File: src/rtl/golf_pkg.sv
// golf_pkg: shared state encoding, screen geometry and hole defaults for the golf game.
// Also provides in_window(), a square capture test on Q.5 coordinates.
package golf_pkg;

    typedef enum logic [1:0] {AIM, CHARGE, ROLL, SUNK} state_t;

    localparam int SCREEN_W  = 1280;
    localparam int SCREEN_H  = 720;
    localparam int FRAC_BITS = 5;

    // Hole placement is shared with the map renderer so the sprite and the
    // capture window always agree.
    localparam int HOLE_X_DEF = 1100;
    localparam int HOLE_Y_DEF = 360;
    localparam int HOLE_R_DEF = 4;

    // True when the pixel part of v lies within r pixels of centre.
    // The bound is checked on the full fixed-point value: pixel <= c+r is
    // the same as v < (c+r+1)<<FRAC_BITS.
    function automatic logic in_window(input logic signed [17:0] v, input int centre, input int r);
        return int'(v) >= ((centre - r) << FRAC_BITS) && int'(v) < ((centre + r + 1) << FRAC_BITS);
    endfunction

endpackage

File: src/rtl/cos_sin_lookup.sv
// cos_sin_lookup: registered sine/cosine magnitude and sign for an angle in degrees.
// Ports:
//   pixel_clk_in         clock
//   rst_in               asynchronous active-high reset
//   angle[8:0]           angle in degrees, 0..359
//   cos_abs/sin_abs[8:0] |cos|, |sin| in Q8 (256 = 1.0), one cycle after angle
//   cos_sign/sin_sign    1 = negative
module cos_sin_lookup (
    input  logic       pixel_clk_in,
    input  logic       rst_in,
    input  logic [8:0] angle,
    output logic [8:0] cos_abs,
    output logic [8:0] sin_abs,
    output logic       cos_sign,
    output logic       sin_sign
);

    // round(256 * sin(d)) for d = 0..90
    localparam logic [8:0] SIN_Q8 [0:90] = '{
        9'd0,   9'd4,   9'd9,   9'd13,  9'd18,  9'd22,  9'd27,  9'd31,  9'd36,  9'd40,
        9'd44,  9'd49,  9'd53,  9'd58,  9'd62,  9'd66,  9'd71,  9'd75,  9'd79,  9'd83,
        9'd88,  9'd92,  9'd96,  9'd100, 9'd104, 9'd108, 9'd112, 9'd116, 9'd120, 9'd124,
        9'd128, 9'd132, 9'd136, 9'd139, 9'd143, 9'd147, 9'd150, 9'd154, 9'd158, 9'd161,
        9'd165, 9'd168, 9'd171, 9'd175, 9'd178, 9'd181, 9'd184, 9'd187, 9'd190, 9'd193,
        9'd196, 9'd199, 9'd202, 9'd204, 9'd207, 9'd210, 9'd212, 9'd215, 9'd217, 9'd219,
        9'd222, 9'd224, 9'd226, 9'd228, 9'd230, 9'd232, 9'd234, 9'd236, 9'd237, 9'd239,
        9'd241, 9'd242, 9'd243, 9'd245, 9'd246, 9'd247, 9'd248, 9'd249, 9'd250, 9'd251,
        9'd252, 9'd253, 9'd254, 9'd254, 9'd255, 9'd255, 9'd255, 9'd256, 9'd256, 9'd256,
        9'd256
    };

    // {sign, |sin a|}: fold the lower half onto the upper, then mirror about 90.
    function automatic logic [9:0] sin_of(input logic [8:0] a);
        logic [8:0] h;
        h = a >= 9'd180 ? a - 9'd180 : a;
        return {a >= 9'd180, SIN_Q8[7'(h <= 9'd90 ? h : 9'd180 - h)]};
    endfunction

    // cos(a) = sin(a + 90)
    logic [8:0] cos_arg;
    assign cos_arg = angle >= 9'd270 ? angle - 9'd270 : angle + 9'd90;

    always_ff @(posedge pixel_clk_in or posedge rst_in) begin
        if (rst_in) begin
            {sin_sign, sin_abs} <= '0;
            {cos_sign, cos_abs} <= '0;
        end else begin
            {sin_sign, sin_abs} <= sin_of(angle);
            {cos_sign, cos_abs} <= sin_of(cos_arg);
        end
    end

endmodule

File: src/rtl/golf_ball_ctrl.sv
// golf_ball_ctrl: aim/charge/shoot controller and per-frame ball physics for the golf game.
// Ports:
//   pixel_clk_in, rst_in         clock, asynchronous active-high reset
//   frame_tick                   one-cycle pulse per frame (vertical blank)
//   btn_left/btn_right/btn_shoot debounced button levels
//   ballx, bally                 ball position, Q.5 pixels (registered)
//   angle                        aim angle in degrees 0..359 (registered)
//   power                        current charge
//   rolling, sunk                ball in motion / ball holed
//   strokes                      shots taken this hole, saturating at 255
module golf_ball_ctrl
    import golf_pkg::*;
#(
    parameter int START_X     = 160,
    parameter int START_Y     = 360,
    parameter int HOLE_X      = HOLE_X_DEF,
    parameter int HOLE_Y      = HOLE_Y_DEF,
    parameter int HOLE_R      = HOLE_R_DEF,
    parameter int SINK_SPEED  = 96,
    parameter int MAX_POWER   = 63,
    parameter int POWER_SCALE = 4,
    parameter int FRICTION    = 1,
    parameter int X_MIN       = 4,
    parameter int X_MAX       = SCREEN_W - 5,
    parameter int Y_MIN       = 4,
    parameter int Y_MAX       = SCREEN_H - 5
) (
    input  logic        pixel_clk_in,
    input  logic        rst_in,
    input  logic        frame_tick,
    input  logic        btn_left,
    input  logic        btn_right,
    input  logic        btn_shoot,
    output logic [15:0] ballx,
    output logic [15:0] bally,
    output logic [15:0] angle,
    output logic [5:0]  power,
    output logic        rolling,
    output logic        sunk,
    output logic [7:0]  strokes
);

    localparam int X_LO = X_MIN << FRAC_BITS;
    localparam int X_HI = X_MAX << FRAC_BITS;
    localparam int Y_LO = Y_MIN << FRAC_BITS;
    localparam int Y_HI = Y_MAX << FRAC_BITS;

    state_t      state, state_n;
    logic [15:0] ballx_n, bally_n, angle_n;
    logic [5:0]  power_n;
    logic [7:0]  strokes_n;
    logic [9:0]  speed, speed_n, speed_dec;
    logic [8:0]  cos_abs, sin_abs, cos_lat, sin_lat, cos_lat_n, sin_lat_n;
    logic        cos_sign, sin_sign, x_neg, y_neg, x_neg_n, y_neg_n, shoot_q;

    cos_sin_lookup u_trig (
        .pixel_clk_in(pixel_clk_in),
        .rst_in      (rst_in),
        .angle       (angle[8:0]),
        .cos_abs     (cos_abs),
        .sin_abs     (sin_abs),
        .cos_sign    (cos_sign),
        .sin_sign    (sin_sign)
    );

    // One motion step, evaluated every cycle and committed only on a ROLL tick.
    logic [18:0]        dx_prod, dy_prod;
    logic signed [17:0] x_cur, y_cur, dx, dy, x_step, y_step, x_clamp, y_clamp;
    logic               x_lo, x_hi, y_lo, y_hi, sink_ok;

    assign dx_prod = {9'd0, speed} * {10'd0, cos_lat};
    assign dy_prod = {9'd0, speed} * {10'd0, sin_lat};
    assign dx      = 18'(dx_prod >> 8);
    assign dy      = 18'(dy_prod >> 8);
    assign x_cur   = $signed({2'b00, ballx});
    assign y_cur   = $signed({2'b00, bally});
    assign x_step  = x_neg ? x_cur - dx : x_cur + dx;
    // screen y grows downward, so a positive sine moves the ball up
    assign y_step  = y_neg ? y_cur + dy : y_cur - dy;
    assign x_lo    = int'(x_step) < X_LO;
    assign x_hi    = int'(x_step) > X_HI;
    assign y_lo    = int'(y_step) < Y_LO;
    assign y_hi    = int'(y_step) > Y_HI;
    assign x_clamp = x_lo ? 18'(X_LO) : x_hi ? 18'(X_HI) : x_step;
    assign y_clamp = y_lo ? 18'(Y_LO) : y_hi ? 18'(Y_HI) : y_step;
    assign speed_dec = speed > 10'(FRICTION) ? speed - 10'(FRICTION) : '0;
    // capture uses the clamped position and the speed before friction
    assign sink_ok = in_window(x_clamp, HOLE_X, HOLE_R) && in_window(y_clamp, HOLE_Y, HOLE_R)
                     && speed <= 10'(SINK_SPEED);

    assign rolling = state == ROLL;
    assign sunk    = state == SUNK;

    always_comb begin
        state_n   = state;
        ballx_n   = ballx;
        bally_n   = bally;
        angle_n   = angle;
        power_n   = power;
        strokes_n = strokes;
        speed_n   = speed;
        cos_lat_n = cos_lat;
        sin_lat_n = sin_lat;
        x_neg_n   = x_neg;
        y_neg_n   = y_neg;
        case (state)
            AIM: begin
                if (frame_tick) begin
                    if (btn_shoot) begin
                        state_n = CHARGE;
                        power_n = '0;
                    end else if (btn_left && !btn_right) begin
                        angle_n = angle == 16'd359 ? 16'd0 : angle + 16'd1;
                    end else if (btn_right && !btn_left) begin
                        angle_n = angle == 16'd0 ? 16'd359 : angle - 16'd1;
                    end
                end
            end
            CHARGE: begin
                // release is sampled every cycle; the angle has been stable
                // since before the charge began, so the lookup is current
                if (!btn_shoot) begin
                    if (power == 6'd0) begin
                        state_n = AIM;
                    end else begin
                        speed_n   = 10'(int'(power) * POWER_SCALE);
                        cos_lat_n = cos_abs;
                        sin_lat_n = sin_abs;
                        x_neg_n   = cos_sign;
                        y_neg_n   = sin_sign;
                        strokes_n = strokes == 8'hFF ? strokes : strokes + 8'd1;
                        power_n   = '0;
                        state_n   = ROLL;
                    end
                end else if (frame_tick && power != 6'(MAX_POWER)) begin
                    power_n = power + 6'd1;
                end
            end
            ROLL: begin
                if (frame_tick) begin
                    ballx_n = x_clamp[15:0];
                    bally_n = y_clamp[15:0];
                    x_neg_n = x_neg ^ (x_lo | x_hi);
                    y_neg_n = y_neg ^ (y_lo | y_hi);
                    speed_n = speed_dec;
                    if (sink_ok) begin
                        ballx_n = 16'(HOLE_X << FRAC_BITS);
                        bally_n = 16'(HOLE_Y << FRAC_BITS);
                        speed_n = '0;
                        state_n = SUNK;
                    end else if (speed_dec == 10'd0) begin
                        state_n = AIM;
                    end
                end
            end
            default: begin
                if (btn_shoot && !shoot_q) begin
                    ballx_n   = 16'(START_X << FRAC_BITS);
                    bally_n   = 16'(START_Y << FRAC_BITS);
                    strokes_n = '0;
                    state_n   = AIM;
                end
            end
        endcase
    end

    always_ff @(posedge pixel_clk_in or posedge rst_in) begin
        if (rst_in) begin
            state   <= AIM;
            ballx   <= 16'(START_X << FRAC_BITS);
            bally   <= 16'(START_Y << FRAC_BITS);
            angle   <= '0;
            power   <= '0;
            strokes <= '0;
            speed   <= '0;
            cos_lat <= '0;
            sin_lat <= '0;
            x_neg   <= 1'b0;
            y_neg   <= 1'b0;
            shoot_q <= 1'b0;
        end else begin
            state   <= state_n;
            ballx   <= ballx_n;
            bally   <= bally_n;
            angle   <= angle_n;
            power   <= power_n;
            strokes <= strokes_n;
            speed   <= speed_n;
            cos_lat <= cos_lat_n;
            sin_lat <= sin_lat_n;
            x_neg   <= x_neg_n;
            y_neg   <= y_neg_n;
            shoot_q <= btn_shoot;
        end
    end

endmodule

File: config.mk
export PLATFORM = sky130hd
export DESIGN_NAME = golf_ball_ctrl
export DESIGN_NICKNAME = d
export VERILOG_FILES = /design/src/rtl/golf_pkg.sv /design/src/rtl/cos_sin_lookup.sv /design/src/rtl/golf_ball_ctrl.sv
export SDC_FILE = /design/constraint.sdc
export NUM_CORES = 1
export LEC_CHECK = 0
export BUFFER_PORTS_ARGS = -buffer_cell sky130_fd_sc_hd__buf_2
export CORE_ASPECT_RATIO = 0.7
export CORE_MARGIN = 3
export CORE_UTILIZATION = 55
export CTS_CLUSTER_DIAMETER = 150
export DETAILED_ROUTE_END_ITERATION = 10
export PLACE_DENSITY = 0.8
export SLEW_MARGIN = 20
export SYNTH_ARGS = -nofsm -noshare
export SYNTH_HDL_FRONTEND = slang
export SYNTH_SLANG_ARGS = --single-unit
File: constraint.sdc
create_clock -name pixel_clk_in -period 10.3 [get_ports pixel_clk_in]
set_clock_uncertainty 0.15 [all_clocks]
set_input_delay 1.545 -clock pixel_clk_in [delete_from_list [all_inputs] [get_ports pixel_clk_in]]
set_output_delay 1.545 -clock pixel_clk_in [all_outputs]
set_load 0.05 [all_outputs]
==> metrics.txt, run 1 <==
outcome completed; fmax 0.103 GHz; post-synthesis compound-gate area fraction a little under a quarter; Critical R2R Launch speed[4]$_DFFE_PP0P_; Top Ports 70; PwrDens 270 mW/mm^2; Port Buf Inserts 69; simple-gate share of the synthesized area 22.5%; DP Wirelength 36500 um; Pint about 0.0021 W; worst hold path endpoint cos_lat[7]$_DFFE_PP0P_; vias in the first global route roughly 15000; Mean Syn Cell Area 7.90 um^2; Final Hold Vio Count 0; worst path bufs/invs 3; switching share of power 57.5%; via count roughly 16000; Max Cap Viol 0; FP Rows 53; count of different cell masters after synthesis 105; Layout fillers 2629; min-delay worst type reg2reg; Leakage 8.83 nW; async set or reset register ratio after synthesis 100%; Setup Total Neg Slack 0 ps; GR Util met1 43.6%; slowest stage cell, crit path dfrtp_1; Residual DRC 0; Seq cells post-synth between 100 and 150; cell area after synthesis approximately 0.017 mm^2; post-synthesis xor/xnor area fraction 3.69%; grt ovf 0; Synth Area in Adders 24.6%; main combinational cell family by area after synthesis adder cells; Top FF cell, synth dfrtp_1; core area about 0.030 mm^2; post-DR vias/cell approximately 6.3; share of layout cells above drive strength 1 slightly below 9%; # diodes 0; Slew Limit Fails 0; fraction of synthesized area in multiplexers 1.55%; die area 0.0336 mm^2; drt pass-1 iters 7; H-tree Lvls 4; overall power 0.00496 W; Psw 0.00285 W; initial core utilization approximately 57%; initial antenna violation count 0; CP delay by family, top compound AO/OA/AOI/OAI gates; final setup fails 0; largest stage delay on the critical path 610 ps; Setup crit end kind flop; GRT Overall Usage 28.4%; Worst-Margin Slew roughly 1000 ps; Critical Path AT 9880 ps; clock root buffer master clkbuf_16; Peak VDD IR 0.247 mV; Reg2Reg Depth 33; final net count between 2000 and 2500; slew margin rel. 30.3%; Syn. warnings 0; worst hold start u_trig.cos_abs[7]$_DFF_PP0_; Post-Syn Nets 2460; number of synthesized flops with an enable pin 0; CTS tree done; reg2reg setup slack 570 ps; register area share after synthesis 16.7%; RSZ-0062 raised after global routing no; placed insts 2566; first-pass GRT wire length 78700 um; Placer Congestion ~1.0; data required time of the worst path 10450 ps; Initial DRC Count 1791; Worst-Skew Late Latency 450 ps; met3 GRT Util 6.30%; clock share of power 11.4%; Logic pwr share 71.3%; synth-to-layout area growth 6.41%; DIE WIDTH roughly 220 um; Worst Hold Depth 2; Final Cycle Share 94.5%; Clock Tree Buf Depth 2; # hold bufs at CTS 0; fin cells around 2600; Worst Setup Path Type reg2reg; GR Util met2 41.2%; CP startpoint kind flop; clock-pin slew on the worst setup and hold paths roughly 70 ps; Die H 154 um; CTS buffer count 17; ANT nets after route 0; largest net degree at the start of global routing 78; reg2reg end speed[2]$_DFFE_PP0P_; Reg power frac 17.3%; Clock Sinks 115; minimum clock period 9730 ps; Syn Inst Count approximately 2200; WL per Instance 18.5 um; crit path max fanout 12; Top Usage Layer GRT met1; Routed WL 48200 um
[registers in the layout, summed over array words and instances, names as in the netlist, 9 cells and up]
signal,cells
u_trig.sin_abs,9
angle,16
ballx,16
speed,10
u_trig.cos_abs,9
sin_lat,9
cos_lat,9
bally,16
[worst reg2reg max path: cells and delay by family (launching register included)]
kind                     cells  cell delay, ps
AO/OA/AOI/OAI               14            3520
AND/OR/NAND/NOR              9            2590
adder cells (fa/ha/maj)      6            2430
flip-flops                   1             610
XOR/XNOR                     1             170
buffers and inverters        3             140
[synth_stat cells, types with 25 or more instances]
| cell type | count | area, um^2 |
|---|---|---|
| a31oi_1 | 25 | 156 |
| fa_1 | 116 | 2320 |
| nand2_1 | 265 | 995 |
| nor2_1 | 135 | 507 |
| dfrtp_1 | 109 | 2730 |
| nor3_1 | 54 | 270 |
| nand3_1 | 44 | 220 |
| ha_1 | 154 | 1930 |
| a21o_1 | 29 | 218 |
| clkbuf_1 | 95 | 357 |
| o31ai_1 | 25 | 188 |
| o21ai_0 | 96 | 480 |
| a211oi_1 | 26 | 195 |
| inv_1 | 226 | 848 |
| a21oi_1 | 122 | 611 |
| xnor2_1 | 46 | 403 |
| and2_1 | 116 | 726 |
[layer usage]
| metal | part of all wire [%] | wire (um) |
|---|---|---|
| met5 | 0 | 0 |
| met4 | 0.90 | 433 |
| met3 | 10 | 4910 |
| met2 | 42 | 20300 |
| met1 | 47 | 22500 |
[final cells by class]
| cell class | count | area (um^2) | share of cell area (%) |
|---|---|---|---|
| Clock inverter | 13 | 103 | 0.559 |
| Inverter | 233 | 877 | 4.78 |
| Sequential cell | 115 | 2890 | 15.7 |
| Timing Repair Buffer | 91 | 510 | 2.78 |
| Clock buffer | 19 | 443 | 2.41 |
| Multi-Input combinational cell | 1715 | 13000 | 70.9 |
| Tap cell | 412 | 515 | 2.81 |
[stage by stage]
stage                     cell area [um^2]  hold slack, ps  utilization (%)  setup slack, ps
after detailed placement             17800             275             58.4              229
after CTS                            18300             293             60.2              186
after global placement               17800             268             58.4              869
after floorplan                      17200             264                -             1610
final                                18400             286             60.3              570
after global routing                 18400             307             60.3             39.7
[worst max-delay path by stage]
stage | cells after the start | to | from
detailed placement | 32 | speed[2]$_DFFE_PP0P_ | speed[5]$_DFFE_PP0P_
finish | 33 | speed[2]$_DFFE_PP0P_ | speed[4]$_DFFE_PP0P_
floorplan | 37 | speed[2]$_DFFE_PP0P_ | speed[3]$_DFFE_PP0P_
global route | 33 | speed[2]$_DFFE_PP0P_ | speed[4]$_DFFE_PP0P_
CTS | 32 | speed[2]$_DFFE_PP0P_ | speed[5]$_DFFE_PP0P_
global placement | 35 | speed[2]$_DFFE_PP0P_ | speed[5]$_DFFE_PP0P_
[power groups by stage]
stage / Sequential [W] / Clock (W) / Combinational (W)
after global routing: 0.000881 / 0.000586 / 0.00385
after global placement: 0.000848 / 0 / 0.00336
after detailed placement: 0.000858 / 0 / 0.00341
final: 0.000860 / 0.000565 / 0.00354
after floorplan: 0.000897 / 0 / 0.00254
after CTS: 0.000848 / 0.000566 / 0.00343
[logic make-up after synthesis]
kind of cell / Yosys count
flip-flops: 115
XOR/XNOR: 71
multiplexers: 26
adder cells (fa/ha/maj): 270
AO/OA/AOI/OAI: 565
AND/OR/NAND/NOR: 783
buffers and inverters: 354
[timing repair]
action / 4_1_cts / 5_1_grt
endpoints found under the setup margin: 0 / 31
setup buffers: 0 / 0
resized for setup: 0 / 5
[layout by cell type, fill, tap and decap left out, drive strengths merged, types with 17 or more instances in the layout]
cell / n
a211oi: 27
a21o: 29
a21oi: 125
a31oi: 28
and2: 116
and3: 19
buf: 91
clkbuf: 19
dfrtp: 109
fa: 116
ha: 154
inv: 235
mux2i: 20
nand2: 266
nand3: 44
nor2: 139
nor2b: 17
nor3: 54
nor4: 18
o211ai: 19
o21ai: 105
o21bai: 17
o22ai: 20
o31ai: 26
or3: 24
xnor2: 47
xor2: 24
Note: power is estimated with default switching activity, not from simulation.
==> run 2: changes to the inputs <==
--- a/config.mk
+++ b/config.mk
@@ -8,10 +8,10 @@
 export BUFFER_PORTS_ARGS = -buffer_cell sky130_fd_sc_hd__buf_2
 export CORE_ASPECT_RATIO = 0.7
 export CORE_MARGIN = 3
-export CORE_UTILIZATION = 55
+export CORE_UTILIZATION = 60
 export CTS_CLUSTER_DIAMETER = 150
 export DETAILED_ROUTE_END_ITERATION = 10
-export PLACE_DENSITY = 0.8
+export PLACE_DENSITY = 0.86
 export SLEW_MARGIN = 20
 export SYNTH_ARGS = -nofsm -noshare
 export SYNTH_HDL_FRONTEND = slang
==> run 2 against run 1 <==
  * Sequential power down 2%
  * Critical endpoint unchanged
  * Fmax is 0.22% lower
  * Non-clock buffer count down 2
  * Critical path depth stayed put
==> metrics.txt, run 2 (synthesized netlist as in run 1, its figures left out) <==
Setup Total Neg Slack 0 ps (unchanged); largest stage delay on the critical path 560 ps (-50 ps); hold slack 282 ps (-3.97 ps); Reg2Reg Depth 33 (unchanged); Max Cap Viol 0 (unchanged); Setup crit end kind flop; worst hold path endpoint sin_lat[0]$_DFFE_PP0P_; CTS tree done; PwrDens 275 mW/mm^2 (+1.6%); die area 0.0309 mm^2 (-8.1%); Peak VDD IR 0.207 mV (-16%); Slew Limit Fails 0 (unchanged); FP Rows 51 (-3.8%); fmax 0.103 GHz (-0.22%); WL per Instance 18.9 um (+2.2%); commonest non-fill, non-tap cell in the layout nand2_1; core area 0.0281 mm^2 (-7.8%); via count 16600 (+1.3%); Worst Setup Path Type reg2reg; DP Wirelength 36200 um (-0.80%); overall power 0.00505 W (+1.8%); worst hold start u_trig.sin_abs[0]$_DFF_PP0_; drt pass-1 iters 8 (+1); H-tree Lvls 4 (unchanged); CP startpoint kind flop; Final Cycle Share 94.7% (+0.21 points); Port Buf Inserts 69 (unchanged); minimum clock period 9750 ps (+22.0 ps); outcome completed; Clock Tree Buf Depth 2 (unchanged); Worst Hold Depth 2 (unchanged); Final Hold Vio Count 0 (unchanged); first-pass GRT wire length 79800 um (+1.5%); clock-pin slew on the worst setup and hold paths 60 ps (about the same); Top Ports 70 (unchanged); Clock Sinks 115 (unchanged); GRT Overall Usage 31.1% (+2.7 points); initial antenna violation count 0 (unchanged); post-CTS setup buffers 0 (unchanged); Initial DRC Count 2080 (+16%); grt ovf 0 (unchanged); # diodes 0 (unchanged); Worst-Margin Slew 1000 ps (-38.4 ps); reg2reg setup slack 550 ps (-20 ps); largest net degree at the start of global routing 80 (+2.6%); RSZ-0062 raised after global routing no; top flop regs angle (16), ballx (16), bally (16); commonest non-fill, non-tap cells in the layout nand2_1 (265), inv_1 (225), ha_1 (154); Leakage 8.85 nW (+0.19%); post-DR vias/cell 6.51 (+3.0%); Placer Congestion 1.01 (-2.0%); Critical R2R Launch speed[4]$_DFFE_PP0P_; vias in the first global route 15400 (-0.41%); final setup fails 0 (unchanged); Routed WL 48400 um (+0.51%); initial core utilization 61.4% (+4.8 points); placed insts 2523 (-1.7%); data required time of the worst path 10460 ps (about the same); final net count 2447 (-0.082%); Die H 148 um (-4.1%); ANT nets after route 0 (unchanged); fin cells 2555 (-1.7%); slowest stage cell, crit path dfrtp_1; Residual DRC 0 (unchanged); CTS buffer count 17 (unchanged); Place WS 428 ps (+199 ps); reg2reg end speed[2]$_DFFE_PP0P_; min-delay worst type reg2reg; Critical Path AT 9920 ps (+40 ps); Worst-Skew Late Latency 430 ps (-20 ps); crit path max fanout 12 (unchanged); DIE WIDTH 209 um (-4.1%); clock root buffer master clkbuf_16; share of layout cells above drive strength 1 8.65% (-0.13 points); final worst slack 548 ps (-22.0 ps); slew margin rel. 33.0% (+2.6 points); synth-to-layout area growth 6.57%
-- run 2: cell count changes in the layout (fill, tap and decap cells not counted), sizes merged --
cell	previous run	this run
buf	91	89
bufinv	0	4
clkbuf	19	20
clkinv	9	7
inv	235	232
-- run 2: routing by layer --
metal,share of wire (%),global-route usage (%),vias to the layer above
met1,44,47.3,7961
met2,42,45.4,998
met4,1.6,6.69,0
li1,-,-,7583
met3,12,6.75,93
met5,0,0,-
-- run 2: how the worst max path moves through the flow --
stage	endpoint	slack, ps	from
6_report	speed[2]$_DFFE_PP0P_	550	speed[4]$_DFFE_PP0P_
2_1_floorplan	speed[2]$_DFFE_PP0P_	1610	speed[3]$_DFFE_PP0P_
3_5_place_dp	speed[2]$_DFFE_PP0P_	430	speed[5]$_DFFE_PP0P_
4_1_cts	speed[2]$_DFFE_PP0P_	390	speed[5]$_DFFE_PP0P_
5_1_grt	speed[2]$_DFFE_PP0P_	20	speed[4]$_DFFE_PP0P_
3_3_place_gp	speed[2]$_DFFE_PP0P_	850	speed[5]$_DFFE_PP0P_
-- run 2: critical path, delay by kind of cell, from the launching register on --
family / cells / cell delay [ps]
xor gates and xnor gates: 2 / 370
AOI/OAI and AO/OA: 16 / 4380
and+or+nand+nor: 5 / 1410
adders and majority gates: 6 / 2380
DFF: 1 / 560
buffers and inverters: 4 / 380
-- run 2: through the flow --
stage                     instance area, um^2  util (%)
after floorplan                         17200         -
after global routing                    18400      65.5
after global placement                  17700      63.1
after detailed placement                17700      63.1
final                                   18400      65.5
after CTS                               18300      65.3
-- run 2: area by class of cell --
type	instances	area [um^2]
Multi-Input combinational cell	1715	13000
Fill cell	2304	9690
Sequential cell	115	2890
Inverter	233	877
Timing Repair Buffer	89	495
Tap cell	371	464
Clock buffer	20	447
Clock inverter	12	180
-- run 2: where the power goes --
part	switching [W]	internal [W]
combinational	0.00236	0.00120
sequential	0.000250	0.000590
clock	0.000238	0.000412
total	0.00285	0.00221
-- run 2: repair_timing --
action,CTS,global route
hold buffers,0,0
resized for setup,0,4
endpoints found under the setup margin,0,26
